### src/rtl/ex_mem_if.sv
// ex_mem_if -- EX-to-MEM pipeline boundary bundle.
//   EX side    : ex_valid/ex_ready handshake plus the EX payload and branch info.
//   MEM side   : mem_valid/mem_ready handshake plus the registered payload.
//   Redirect   : redirect_valid/redirect_pc one-cycle fetch redirect.
//   Forwarding : fwd_valid/fwd_rd/fwd_data source for the EX operand muxes.
// modport slave is taken by the stage; modport master by whatever drives EX and MEM.
interface ex_mem_if;
   logic        ex_valid;
   logic        ex_ready;
   logic [31:0] ex_alu_result;
   logic        ex_zero;
   logic [31:0] ex_rs2_data;
   logic [4:0]  ex_rd;
   logic        ex_reg_write;
   logic        ex_mem_read;
   logic        ex_mem_write;
   logic        ex_branch;
   logic        ex_branch_ne;
   logic [31:0] ex_branch_target;

   logic        mem_ready;
   logic        mem_valid;
   logic [31:0] mem_alu_result;
   logic [31:0] mem_rs2_data;
   logic [4:0]  mem_rd;
   logic        mem_reg_write;
   logic        mem_mem_read;
   logic        mem_mem_write;

   logic        redirect_valid;
   logic [31:0] redirect_pc;

   logic        fwd_valid;
   logic [4:0]  fwd_rd;
   logic [31:0] fwd_data;

   modport slave (
      input  ex_valid, ex_alu_result, ex_zero, ex_rs2_data, ex_rd,
             ex_reg_write, ex_mem_read, ex_mem_write,
             ex_branch, ex_branch_ne, ex_branch_target, mem_ready,
      output ex_ready, mem_valid, mem_alu_result, mem_rs2_data, mem_rd,
             mem_reg_write, mem_mem_read, mem_mem_write,
             redirect_valid, redirect_pc, fwd_valid, fwd_rd, fwd_data
   );

   modport master (
      output ex_valid, ex_alu_result, ex_zero, ex_rs2_data, ex_rd,
             ex_reg_write, ex_mem_read, ex_mem_write,
             ex_branch, ex_branch_ne, ex_branch_target, mem_ready,
      input  ex_ready, mem_valid, mem_alu_result, mem_rs2_data, mem_rd,
             mem_reg_write, mem_mem_read, mem_mem_write,
             redirect_valid, redirect_pc, fwd_valid, fwd_rd, fwd_data
   );
endinterface

### src/rtl/ex_mem_stage.sv
// ex_mem_stage -- EX/MEM pipeline register with branch resolution and squash.
//   clk   : rising-edge clock
//   rst_n : asynchronous active-low reset
//   bus   : ex_mem_if.slave (EX handshake/payload in, MEM payload out,
//           fetch redirect out, forwarding source out)
// A taken BEQ/BNE pulses redirect for one cycle and the next SQUASH_DEPTH
// accepted transfers are discarded (accepted but presented with mem_valid=0).
module ex_mem_stage #(
   parameter int SQUASH_DEPTH = 2
) (
   input  logic     clk,
   input  logic     rst_n,
   ex_mem_if.slave  bus
);

   typedef enum logic {RUN = 1'b0, SQUASH = 1'b1} state_t;

   localparam logic [1:0] DEPTH = 2'(SQUASH_DEPTH);

   state_t      state_q, state_d;
   logic [1:0]  cnt_q, cnt_d;
   logic        xfer, squashed, taken;

   logic        vld_p1;
   logic [31:0] alu_result_p1;
   logic [31:0] rs2_data_p1;
   logic [4:0]  rd_p1;
   logic        reg_write_p1, mem_read_p1, mem_write_p1;
   logic        redirect_vld_p1;
   logic [31:0] redirect_pc_p1;

   // ---- p0: handshake and branch resolution (combinational, EX side) ----
   assign bus.ex_ready = bus.mem_ready | ~vld_p1;
   assign xfer         = bus.ex_valid & bus.ex_ready;
   assign squashed     = (state_q == SQUASH);

   always_comb begin
      state_d = state_q;
      cnt_d   = cnt_q;
      taken   = 1'b0;
      if (xfer) begin
         if (squashed) begin
            // A branch in a squashed slot is dropped: no redirect, no re-arm.
            if (cnt_q <= 2'd1) begin
               state_d = RUN;
               cnt_d   = 2'd0;
            end else begin
               cnt_d = cnt_q - 2'd1;
            end
         end else begin
            taken = bus.ex_branch & (bus.ex_zero ^ bus.ex_branch_ne);
            if (taken && DEPTH != 2'd0) begin
               state_d = SQUASH;
               cnt_d   = DEPTH;
            end
         end
      end
   end

   always_ff @(posedge clk or negedge rst_n) begin
      if (!rst_n) begin
         state_q <= RUN;
         cnt_q   <= 2'd0;
      end else begin
         state_q <= state_d;
         cnt_q   <= cnt_d;
      end
   end

   // ---- p1: EX/MEM register ----
   always_ff @(posedge clk or negedge rst_n) begin
      if (!rst_n) begin
         vld_p1          <= 1'b0;
         alu_result_p1   <= '0;
         rs2_data_p1     <= '0;
         rd_p1           <= '0;
         reg_write_p1    <= 1'b0;
         mem_read_p1     <= 1'b0;
         mem_write_p1    <= 1'b0;
         redirect_vld_p1 <= 1'b0;
         redirect_pc_p1  <= '0;
      end else begin
         redirect_vld_p1 <= xfer & taken;
         if (xfer && taken)
            redirect_pc_p1 <= bus.ex_branch_target;
         if (xfer) begin
            vld_p1        <= ~squashed;
            alu_result_p1 <= bus.ex_alu_result;
            rs2_data_p1   <= bus.ex_rs2_data;
            rd_p1         <= bus.ex_rd;
            reg_write_p1  <= bus.ex_reg_write;
            mem_read_p1   <= bus.ex_mem_read;
            mem_write_p1  <= bus.ex_mem_write;
         end else if (bus.mem_ready) begin
            vld_p1 <= 1'b0;
         end
      end
   end

   assign bus.mem_valid      = vld_p1;
   assign bus.mem_alu_result = alu_result_p1;
   assign bus.mem_rs2_data   = rs2_data_p1;
   assign bus.mem_rd         = rd_p1;
   assign bus.mem_reg_write  = reg_write_p1;
   assign bus.mem_mem_read   = mem_read_p1;
   assign bus.mem_mem_write  = mem_write_p1;
   assign bus.redirect_valid = redirect_vld_p1;
   assign bus.redirect_pc    = redirect_pc_p1;

   // x0 is never a forwarding source even though it travels down the pipe.
   assign bus.fwd_valid = vld_p1 & reg_write_p1 & (rd_p1 != 5'd0);
   assign bus.fwd_rd    = rd_p1;
   assign bus.fwd_data  = alu_result_p1;

endmodule

### src/flat_wrapper.sv
// flat-port wrapper written by rule: the top's interface ports become plain ports
module ex_mem_stage_flat 
#(
   parameter int SQUASH_DEPTH = 2
)
  (clk, rst_n, bus_ex_valid, bus_ex_alu_result, bus_ex_zero, bus_ex_rs2_data, bus_ex_rd, bus_ex_reg_write, bus_ex_mem_read, bus_ex_mem_write, bus_ex_branch, bus_ex_branch_ne, bus_ex_branch_target, bus_mem_ready, bus_ex_ready, bus_mem_valid, bus_mem_alu_result, bus_mem_rs2_data, bus_mem_rd, bus_mem_reg_write, bus_mem_mem_read, bus_mem_mem_write, bus_redirect_valid, bus_redirect_pc, bus_fwd_valid, bus_fwd_rd, bus_fwd_data);
  ex_mem_if bus_i ();
  input  logic clk;
  input  logic rst_n;
  input wire logic [$bits(bus_i.ex_valid)-1:0] bus_ex_valid;
  input wire logic [$bits(bus_i.ex_alu_result)-1:0] bus_ex_alu_result;
  input wire logic [$bits(bus_i.ex_zero)-1:0] bus_ex_zero;
  input wire logic [$bits(bus_i.ex_rs2_data)-1:0] bus_ex_rs2_data;
  input wire logic [$bits(bus_i.ex_rd)-1:0] bus_ex_rd;
  input wire logic [$bits(bus_i.ex_reg_write)-1:0] bus_ex_reg_write;
  input wire logic [$bits(bus_i.ex_mem_read)-1:0] bus_ex_mem_read;
  input wire logic [$bits(bus_i.ex_mem_write)-1:0] bus_ex_mem_write;
  input wire logic [$bits(bus_i.ex_branch)-1:0] bus_ex_branch;
  input wire logic [$bits(bus_i.ex_branch_ne)-1:0] bus_ex_branch_ne;
  input wire logic [$bits(bus_i.ex_branch_target)-1:0] bus_ex_branch_target;
  input wire logic [$bits(bus_i.mem_ready)-1:0] bus_mem_ready;
  output wire logic [$bits(bus_i.ex_ready)-1:0] bus_ex_ready;
  output wire logic [$bits(bus_i.mem_valid)-1:0] bus_mem_valid;
  output wire logic [$bits(bus_i.mem_alu_result)-1:0] bus_mem_alu_result;
  output wire logic [$bits(bus_i.mem_rs2_data)-1:0] bus_mem_rs2_data;
  output wire logic [$bits(bus_i.mem_rd)-1:0] bus_mem_rd;
  output wire logic [$bits(bus_i.mem_reg_write)-1:0] bus_mem_reg_write;
  output wire logic [$bits(bus_i.mem_mem_read)-1:0] bus_mem_mem_read;
  output wire logic [$bits(bus_i.mem_mem_write)-1:0] bus_mem_mem_write;
  output wire logic [$bits(bus_i.redirect_valid)-1:0] bus_redirect_valid;
  output wire logic [$bits(bus_i.redirect_pc)-1:0] bus_redirect_pc;
  output wire logic [$bits(bus_i.fwd_valid)-1:0] bus_fwd_valid;
  output wire logic [$bits(bus_i.fwd_rd)-1:0] bus_fwd_rd;
  output wire logic [$bits(bus_i.fwd_data)-1:0] bus_fwd_data;
  assign bus_i.ex_valid = bus_ex_valid;
  assign bus_i.ex_alu_result = bus_ex_alu_result;
  assign bus_i.ex_zero = bus_ex_zero;
  assign bus_i.ex_rs2_data = bus_ex_rs2_data;
  assign bus_i.ex_rd = bus_ex_rd;
  assign bus_i.ex_reg_write = bus_ex_reg_write;
  assign bus_i.ex_mem_read = bus_ex_mem_read;
  assign bus_i.ex_mem_write = bus_ex_mem_write;
  assign bus_i.ex_branch = bus_ex_branch;
  assign bus_i.ex_branch_ne = bus_ex_branch_ne;
  assign bus_i.ex_branch_target = bus_ex_branch_target;
  assign bus_i.mem_ready = bus_mem_ready;
  assign bus_ex_ready = bus_i.ex_ready;
  assign bus_mem_valid = bus_i.mem_valid;
  assign bus_mem_alu_result = bus_i.mem_alu_result;
  assign bus_mem_rs2_data = bus_i.mem_rs2_data;
  assign bus_mem_rd = bus_i.mem_rd;
  assign bus_mem_reg_write = bus_i.mem_reg_write;
  assign bus_mem_mem_read = bus_i.mem_mem_read;
  assign bus_mem_mem_write = bus_i.mem_mem_write;
  assign bus_redirect_valid = bus_i.redirect_valid;
  assign bus_redirect_pc = bus_i.redirect_pc;
  assign bus_fwd_valid = bus_i.fwd_valid;
  assign bus_fwd_rd = bus_i.fwd_rd;
  assign bus_fwd_data = bus_i.fwd_data;
  ex_mem_stage #(.SQUASH_DEPTH(SQUASH_DEPTH)) u_core (.clk(clk), .rst_n(rst_n), .bus(bus_i));
endmodule
### config.mk
export PLATFORM = sky130hd
export DESIGN_NAME = ex_mem_stage_flat
export DESIGN_NICKNAME = d
export VERILOG_FILES = /design/src/rtl/ex_mem_if.sv /design/src/rtl/ex_mem_stage.sv /design/src/flat_wrapper.sv
export SDC_FILE = /design/constraint.sdc
export NUM_CORES = 1
export LEC_CHECK = 0
export CAP_MARGIN = 20
export CORE_MARGIN = 4
export CORE_UTILIZATION = 35
export CTS_CLUSTER_DIAMETER = 200
export DETAILED_ROUTE_END_ITERATION = 6
export PLACE_DENSITY = 0.78
export SYNTH_ARGS = -nofsm -noshare
export SYNTH_HDL_FRONTEND = slang
export SYNTH_SLANG_ARGS = --single-unit
export TNS_END_PERCENT = 20
### constraint.sdc
create_clock -name clk -period 1.7 [get_ports clk]
set_input_delay 0.17 -clock clk [delete_from_list [all_inputs] [get_ports clk]]
set_output_delay 0.17 -clock clk [all_outputs]
set_load 0.01 [all_outputs]
# Word-level counts from Yosys, hierarchy flattened
# Index checks and enable logic that the tools add are counted.
[totals]
register_bits = 109
inputBits = 111
out_inout_bits = 145
wordCells = 37
[classes]
n_addsub = 1
magnitude_cmp = 1
mux = 10
bitwise_logic = 9
n_reduce_logical = 5
[op_table]
columns = ["cell", "count"]
rows = [
  ["$mux 1", 7],
  ["$mux 2", 3],
  ["$and 1x1->1", 5],
  ["$reduce_bool 5->1", 1],
  ["$reduce_bool 2->1", 2],
  ["$le 2x1->1 const B", 1],
  ["$not 1->1", 2],
  ["$reduce_and 2->1", 1],
  ["$sub 2x1->2 const B", 1],
  ["$logic_and 1x1->1", 1],
  ["$or 1x1->1", 1],
  ["$xor 1x1->1", 1],
]

# Longest topological paths before layout
# Gate-level depths: netlist (run 1).
[logic_depth]
ltp_word = 5
ltp_mapped = 5
ltp_nobuf = 4

# Worst setup path before layout (run 1)
# No wires, ideal clock.
[synth_path]
path_kind = "register to register"
start = "register u_core.vld_p1, in the netlist u_core.bus.mem_valid"
end = "register u_core.redirect_pc_p1[10], in the netlist u_core.bus.redirect_pc[10]"
setup_ps = 125
t_arrival_ps = 1637
required_time_ps = 1575
slack_ps = -62
path_stages_with_launch = 6
n_path_buf = 2
period_less_slack_ps = 1762
cell_sequence = "dfrtp_1 -> nor2b_4 -> or4_4 -> buf_6 -> buf_6 -> mux2_4"
[synth_via]
elab_chain_len = 5
[synth_rtl]
columns = ["item", "line_no", "source"]
rows = [
  ["start: declaration", "ex_mem_stage.sv:24", "logic vld_p1;"],
  ["start signal: assignment", "ex_mem_stage.sv:87", "vld_p1 <= ~squashed;"],
  ["$not 1->1 *", "ex_mem_stage.sv:33", "assign bus.ex_ready = bus.mem_ready | ~vld_p1;"],
  ["$or 1x1->1 *", "ex_mem_stage.sv:33", ""],
  ["$and 1x1->1 *", "ex_mem_stage.sv:34", "assign xfer = bus.ex_valid & bus.ex_ready;"],
  ["$mux 1", "ex_mem_stage.sv:41", "if (xfer) begin"],
  ["$logic_and 1x1->1 *", "ex_mem_stage.sv:84", "if (xfer && taken)"],
  ["end signal: assignment", "ex_mem_stage.sv:85", "redirect_pc_p1 <= bus.ex_branch_target;"],
  ["end: declaration", "ex_mem_stage.sv:30", "logic [31:0] redirect_pc_p1;"],
]
# Mark *: on every way between the ends. The rest lies on a longest branch, timed or not.
# A chain may end at the register's enable or synchronous reset.

# Final worst setup path (run 1)
[layout_path]
start = "register u_core.rd_p1[0], in the netlist u_core.bus.fwd_rd[0]"
end = "output port bus_fwd_valid"
[layout_via]
elab_chain_len = 2
[layout_rtl]
columns = ["item", "line_no", "source"]
rows = [
  ["start: declaration", "ex_mem_stage.sv:27", "logic [4:0] rd_p1;"],
  ["start signal: assignment", "ex_mem_stage.sv:90", "rd_p1 <= bus.ex_rd;"],
  ["$reduce_bool 5->1", "ex_mem_stage.sv:111", "assign bus.fwd_valid = vld_p1 & reg_write_p1 & (rd_p1 != 5'd0);"],
  ["$and 1x1->1", "ex_mem_stage.sv:111", ""],
  ["end: declaration", "flat_wrapper.sv:32", "output wire logic [$bits(bus_i.fwd_valid)-1:0] bus_fwd_valid;"],
]
# No other way between the ends.

==> out/qor.csv, run 1 <==
metric,value,unit
chip height,121.2,µm
Post-DP Area,0.007041,mm²
post-synth top area share,0.6081,
Worst-Skew Late Latency,340,ps
CP max FO,2,
Routed WL,11960,µm
sink of the worst hold path,u_core.bus.mem_rs2_data[13]$_DFFE_PN0P_,
# diodes,0,
clock-pin slew on the worst setup and hold paths,70,ps
Overflow after GRT,0,
DR vias,3053,
Setup-failing EPs final,1,
CP startpoint kind,flip-flop,
Fmax,587.3,MHz
CP arrival,1530,ps
pin count of the biggest net entering global routing,110,
Die Footprint,0.01469,mm²
PD cells,1405,mW/mm²
Worst path slowest cell,dfrtp_1,
leakage,3.156,nW
layout cells sized above 1,0.2645,
row count,41,
Ports,256,
cell chain of the critical path,"or3_4, o311a_1, buf_6",
H-tree depth,3,
failing checks,setup timing,
VDD IR max,0.7521,mV
vias in the first global route,3399,
CTS Root Cell,clkbuf_16,
syn avg cell area,15.96,µm²
maxcap violations,0,
clock net sink count,109,
HP Start,bus_ex_rs2_data[13],
status,finished with violations,
Die W,121.2,µm
Post-DP HPWL,9065,µm
DR pass1 iterations,4,
Ys Warns,0,
Total Routing Usage GR,0.1582,
clock buffer depth,2,
Place WS,-251.3,ps
CTS tree,yes,
Starting Density,0.3569,
drt drc,0,
Synth cell types,19,
final hold vios,0,
RePlAce Congestion,0.7222,
Vias/cell,4.425,
global-route wire length before repair,17830,µm
initial DRC count,106,
sequential share of the synthesized area,0.6081,
WHS Path Cells,2,
post-route cell area,0.007377,mm²
reg2reg end,u_core.bus.redirect_pc[20]$_DFFE_PN0P_,
RSZ-0062 raised after global routing,true,
Max-slew headroom,0.6175,
Syn Inst Count,281,
port bufs,255,
"flops & latches, synth",109,
Area Growth Syn to Fin,64.46,%
CP max stage delay,380,ps
r2r startpoint,u_core.bus.mem_valid$_DFFE_PN0P_,
Slew @ Worst Pin,573.7,ps
antenna violations before repair,0,
Syn Std Cell Area,0.004486,mm²
fin crit share,1.002,
WHS,434.3,ps
post-layout net count,625,
clock buffer count from CTS,9,
worst setup margin,-2.736,ps
Required @ worst endpoint,1530,ps
biggest area consumer among synthesized cells,dfrtp_1,
CP endpoint kind,output port,
crit path kind,flip-flop to output port,
Reg2Reg Depth,4,
Tmin final,1703,ps
"top cells by area, synth","dfrtp_1, mux2_2, mux2_4, buf_4, buf_6",
Syn Nets,392,
Min-Delay Path Class,input pin to flip-flop,
post-DR wirelength/cell,17.33,µm
R2R setup slack,60,ps
core area,0.01257,mm²
post-route ant nets,0,
clock skew,8.178,ps
Max Slew Vio Count,0,
==> metrics by stage <==
step / power (mW) / std cells / TNS [ps] / util
5_1_grt: 10.87 / 690 / -87.64 / 0.5870
3_5_place_dp: 8.256 / 672 / -7489 / 0.5602
6_report: 10.36 / 690 / -2.736 / 0.5870
2_1_floorplan: 5.803 / 281 / 0 / -
3_3_place_gp: 8.110 / 672 / -6078 / 0.5602
4_1_cts: 10.49 / 688 / -33.94 / 0.5849
==> cells in the final DEF (no fill, tap or decap), drive strengths merged <==
cell type,netlist,layout
dlygate4sd2,0,1
inv,4,4
o311a,1,1
bufinv,0,2
nand2,3,3
or3,1,1
nand2b,1,1
o31ai,1,1
o32ai,1,1
o41ai,1,1
nor3,2,2
clkinv,0,2
clkbuf,0,11
buf,48,16
o21ai,2,2
or4,1,1
clkdlybuf4s50,0,252
dlygate4sd3,0,1
xnor2,1,1
nor2b,1,1
dfrtp,109,109
mux2,104,104
==> critical path, delay by kind of cell, from the launching register on <==
family,cells,cell delay (ps)
buf+inv,1,130
flops,1,380
simple gates,1,370
compound gates,1,310
==> sequential cells by signal, indices dropped and copies added, names as in the netlist <==
signal / cells
u_core.bus.fwd_data: 32
u_core.bus.fwd_rd: 5
u_core.bus.mem_mem_read: 1
u_core.bus.mem_mem_write: 1
u_core.bus.mem_reg_write: 1
u_core.bus.mem_rs2_data: 32
u_core.bus.mem_valid: 1
u_core.bus.redirect_pc: 32
u_core.bus.redirect_valid: 1
u_core.cnt_q: 2
u_core.squashed: 1
==> kinds of logic after synthesis <==
family	count (synthesis)	share of synthesized area
xor+xnor	1	0.001953
simple gates	9	0.01311
buf+inv	52	0.08312
flops	109	0.6081
mux	104	0.2837
compound gates	6	0.01004
==> routing by layer <==
| metal | routed length, µm | up-vias | global-route usage |
|---|---|---|---|
| met4 | 233 | 0 | 0.06723 |
| li1 | - | 1396 | - |
| met2 | 6329 | 146 | 0.2900 |
| met5 | 0 | - | 0 |
| met1 | 4551 | 1497 | 0.1732 |
| met3 | 845 | 14 | 0.03869 |
==> power breakdown <==
part	leakage (nW)	internal [mW]	switching [mW]
Clock	0.150	1.28	0.896
Sequential	1.29	3.40	0.516
Combinational	1.72	2.81	1.46
Total	3.16	7.49	2.87
==> worst max-delay path by stage <==
| stage | startpoint | endpoint | slack (ps) | depth (start not counted) |
|---|---|---|---|---|
| final | u_core.bus.fwd_rd[0]$_DFFE_PN0P_ | bus_fwd_valid | -3 | 3 |
| after global routing | u_core.bus.fwd_rd[0]$_DFFE_PN0P_ | bus_fwd_valid | -70 | 3 |
| after floorplan | u_core.bus.mem_valid$_DFFE_PN0P_ | u_core.bus.redirect_pc[10]$_DFFE_PN0P_ | 30 | 5 |
| after detailed placement | bus_ex_zero | u_core.bus.redirect_pc[20]$_DFFE_PN0P_ | -250 | 5 |
| after global placement | bus_ex_valid | u_core.bus.redirect_pc[22]$_DFFE_PN0P_ | -200 | 5 |
| after CTS | u_core.bus.fwd_rd[3]$_DFFE_PN0P_ | bus_fwd_valid | -30 | 3 |
==> synthesized netlist by cell type <==
master,count
o32ai_1,1
o21ai_0,2
or3_1,1
buf_6,4
nand2b_1,1
nand2_1,3
xnor2_1,1
nor3_1,2
o41ai_1,1
mux2_2,77
dfrtp_1,109
buf_4,37
buf_2,7
o311a_1,1
nor2b_4,1
inv_1,4
o31ai_1,1
or4_4,1
mux2_4,27
==> cell type report <==
| class | instances | area [µm²] |
|---|---|---|
| clock buffer | 11 | 232.7 |
| clock inverter | 4 | 73.82 |
| fill | 1001 | 5191 |
| inverter | 4 | 15.01 |
| multi-input combinational | 120 | 1398 |
| sequential | 109 | 2728 |
| tap | 172 | 215.2 |
| timing repair buffer | 270 | 2715 |
==> repair_timing <==
action | CTS | global route
gates resized for setup | 5 | 2
hold endpoints to repair | 109 | 0
buffers inserted | 0 | 2
hold buffers | 1 | 0
setup endpoints to repair | 2 | 1
pin swaps | 1 | 0
Power figures use the tool's default switching activity.
==> run 2, diff against run 1 <==
- clock period: 1.7 -> 1.4 ns (I/O delays scaled with it)
==> run 2 against run 1 <==
Compared with the run above:
- the flow still finishes with violations (setup timing)
- global-route usage up 0.51 points
- first-iteration DRC count decreased by 12%
- final cell count grew 1.7%
- utilization rose by 0.98 points
==> out/qor.csv, run 2 (synthesis gave the netlist of run 1 again) <==
metric,value,unit,change
# fillers,1042,,+4.1%
CTS tree,yes,,
Die Footprint,0.01469,mm²,unchanged
port bufs,255,,unchanged
Setup-failing EPs final,106,,+105
DR pass1 iterations,4,,unchanged
global-route wire length before repair,18600,µm,+4.3%
RSZ-0062 raised after global routing,true,,
core area,0.01257,mm²,unchanged
clock buffer count from CTS,9,,unchanged
row count,41,,unchanged
clock-pin slew on the worst setup and hold paths,70,ps,about the same
most frequent cells in the layout,"clkdlybuf4s50_1, dfrtp_1, dlygate4sd2_1, mux2_2, dlymetal6s2s_1",,
Starting Density,0.3569,,unchanged
clock buffer depth,2,,unchanged
crit path kind,flip-flop to flip-flop,,
CP startpoint kind,flip-flop,,
sequential cell area,0.002728,mm²,unchanged
status,finished with violations,,
Slew @ Worst Pin,371.6,ps,-202.2 ps
Die W,121.2,µm,unchanged
Vias/cell,4.493,,+1.5%
Max Slew Vio Count,0,,unchanged
clock net sink count,109,,unchanged
antenna violations before repair,0,,unchanged
chip height,121.2,µm,unchanged
clock skew,5.420,ps,-2.758 ps
multi-input gate area in the final layout,0.001408,mm²,+0.72%
Min-Delay Path Class,input pin to async pin,,
failing checks,setup timing,,
leakage,3.795,nW,+20%
VDD IR max,0.7114,mV,-5.4%
post-route ant nets,0,,unchanged
Post-DP HPWL,9347,µm,+3.1%
Required @ worst endpoint,1620,ps,+90 ps
Overflow after GRT,0,,unchanged
R2R setup slack,-290,ps,-350 ps
worst setup margin,-290.8,ps,-288.0 ps
CTS Root Cell,clkbuf_16,,
final hold vios,0,,unchanged
PD cells,1563,mW/mm²,+11%
CP arrival,1910,ps,+380 ps
layout cells sized above 1,0.2925,,+0.02797
pin count of the biggest net entering global routing,52,,-53%
WHS,168.2,ps,-266.1 ps
DR vias,3154,,+3.3%
Worst-Skew Late Latency,340,ps,about the same
post-layout net count,636,,+1.8%
Tot Pwr,11.72,mW,+13%
post-route cell area,0.007500,mm²,+1.7%
vias in the first global route,3531,,+3.9%
H-tree depth,3,,unchanged
final core utilization,0.5967,,+0.009756
"most common cell after layout, fill and taps aside",clkdlybuf4s50_1,,
# diodes,0,,unchanged
Tmin final,1691,ps,
maxcap violations,0,,unchanged
Area Growth Syn to Fin,67.20,%,
Place WS,-506.7,ps,-255.4 ps
Routed WL,12550,µm,+4.9%
CP max FO,6,,+4
post-DR wirelength/cell,17.88,µm,+3.1%
Total Routing Usage GR,0.1633,,+0.005135
fin crit share,1.208,,
Fmax,591.4,MHz,
RePlAce Congestion,0.6996,,-3.1%
CP endpoint kind,flip-flop,,
Max-slew headroom,0.7491,,+0.1315
Post-DP Area,0.007083,mm²,+0.60%
drt drc,0,,unchanged
initial DRC count,93,,-12%
Ports,256,,unchanged
run 2: changes by cell type in the layout (fill, tap and decap cells not counted), sizes merged:
cell	before	now
dlygate4sd2	1	91
bufinv	2	0
clkdlybuf4s15	0	1
buf	16	26
clkinvlp	0	1
dlymetal6s2s	0	46
clkbuf	11	17
clkdlybuf4s50	252	112
run 2: timing repair:
action / 4_1_cts / 5_1_grt
cloned: 0 / 5
pin swaps: 2 / 0
hold buffers: 1 / 0
buffers inserted: 0 / 4
resized for setup: 103 / 62
hold endpoints to repair: 109 / 0
setup endpoints to repair: 201 / 151
run 2: cell type report:
class,instances,share of cell area
Timing Repair Buffer,281,0.3817
Sequential cell,109,0.3637
Multi-Input combinational cell,120,0.1877
Clock buffer,13,0.03337
Tap cell,172,0.02870
Clock inverter,3,0.002836
Inverter,4,0.002002
run 2: power by group:
group | internal, mW | switching, mW
clock network | 1.26 | 1.09
registers | 4.13 | 0.580
logic | 2.84 | 1.82
total | 8.23 | 3.49
run 2: path summary, 6_finish.rpt:
check | start | end | cells after the start
worst max-delay path | u_core.bus.mem_valid$_DFFE_PN0P_ | u_core.bus.redirect_pc[23]$_DFFE_PN0P_ | 4
worst min-delay path | rst_n | u_core.bus.redirect_pc[26]$_DFFE_PN0P_ | 2
worst max register to register | u_core.bus.mem_valid$_DFFE_PN0P_ | u_core.bus.redirect_pc[23]$_DFFE_PN0P_ | 4
worst min register to register | u_core.bus.mem_rs2_data[15]$_DFFE_PN0P_ | u_core.bus.mem_rs2_data[15]$_DFFE_PN0P_ | 1
max in group asynchronous | rst_n | u_core.bus.fwd_rd[3]$_DFFE_PN0P_ | 3
min in group clk | bus_ex_alu_result[28] | u_core.bus.fwd_data[28]$_DFFE_PN0P_ | 2
run 2: per-stage QoR:
stage	std cells	setup TNS, ps
finish	702	-14970
global route	702	-21490
CTS	693	-8659
detailed placement	676	-36250
global placement	676	-32240
floorplan	281	-21610
run 2: layer usage:
layer	routed length (µm)	track usage	vias up	share of wire
met5	0	0	-	0
met4	350	0.06933	0	0.028
met3	1009	0.04848	23	0.080
met2	6542	0.2959	158	0.52
met1	4648	0.1764	1550	0.37
li1	-	-	1423	-
run 2: worst max-delay path, stage by stage (launching register included):
cell and delay, ps:
dfrtp_1 390, nor2b_4 140, or4_4 530, clkbuf_16 210
mux2_4 290
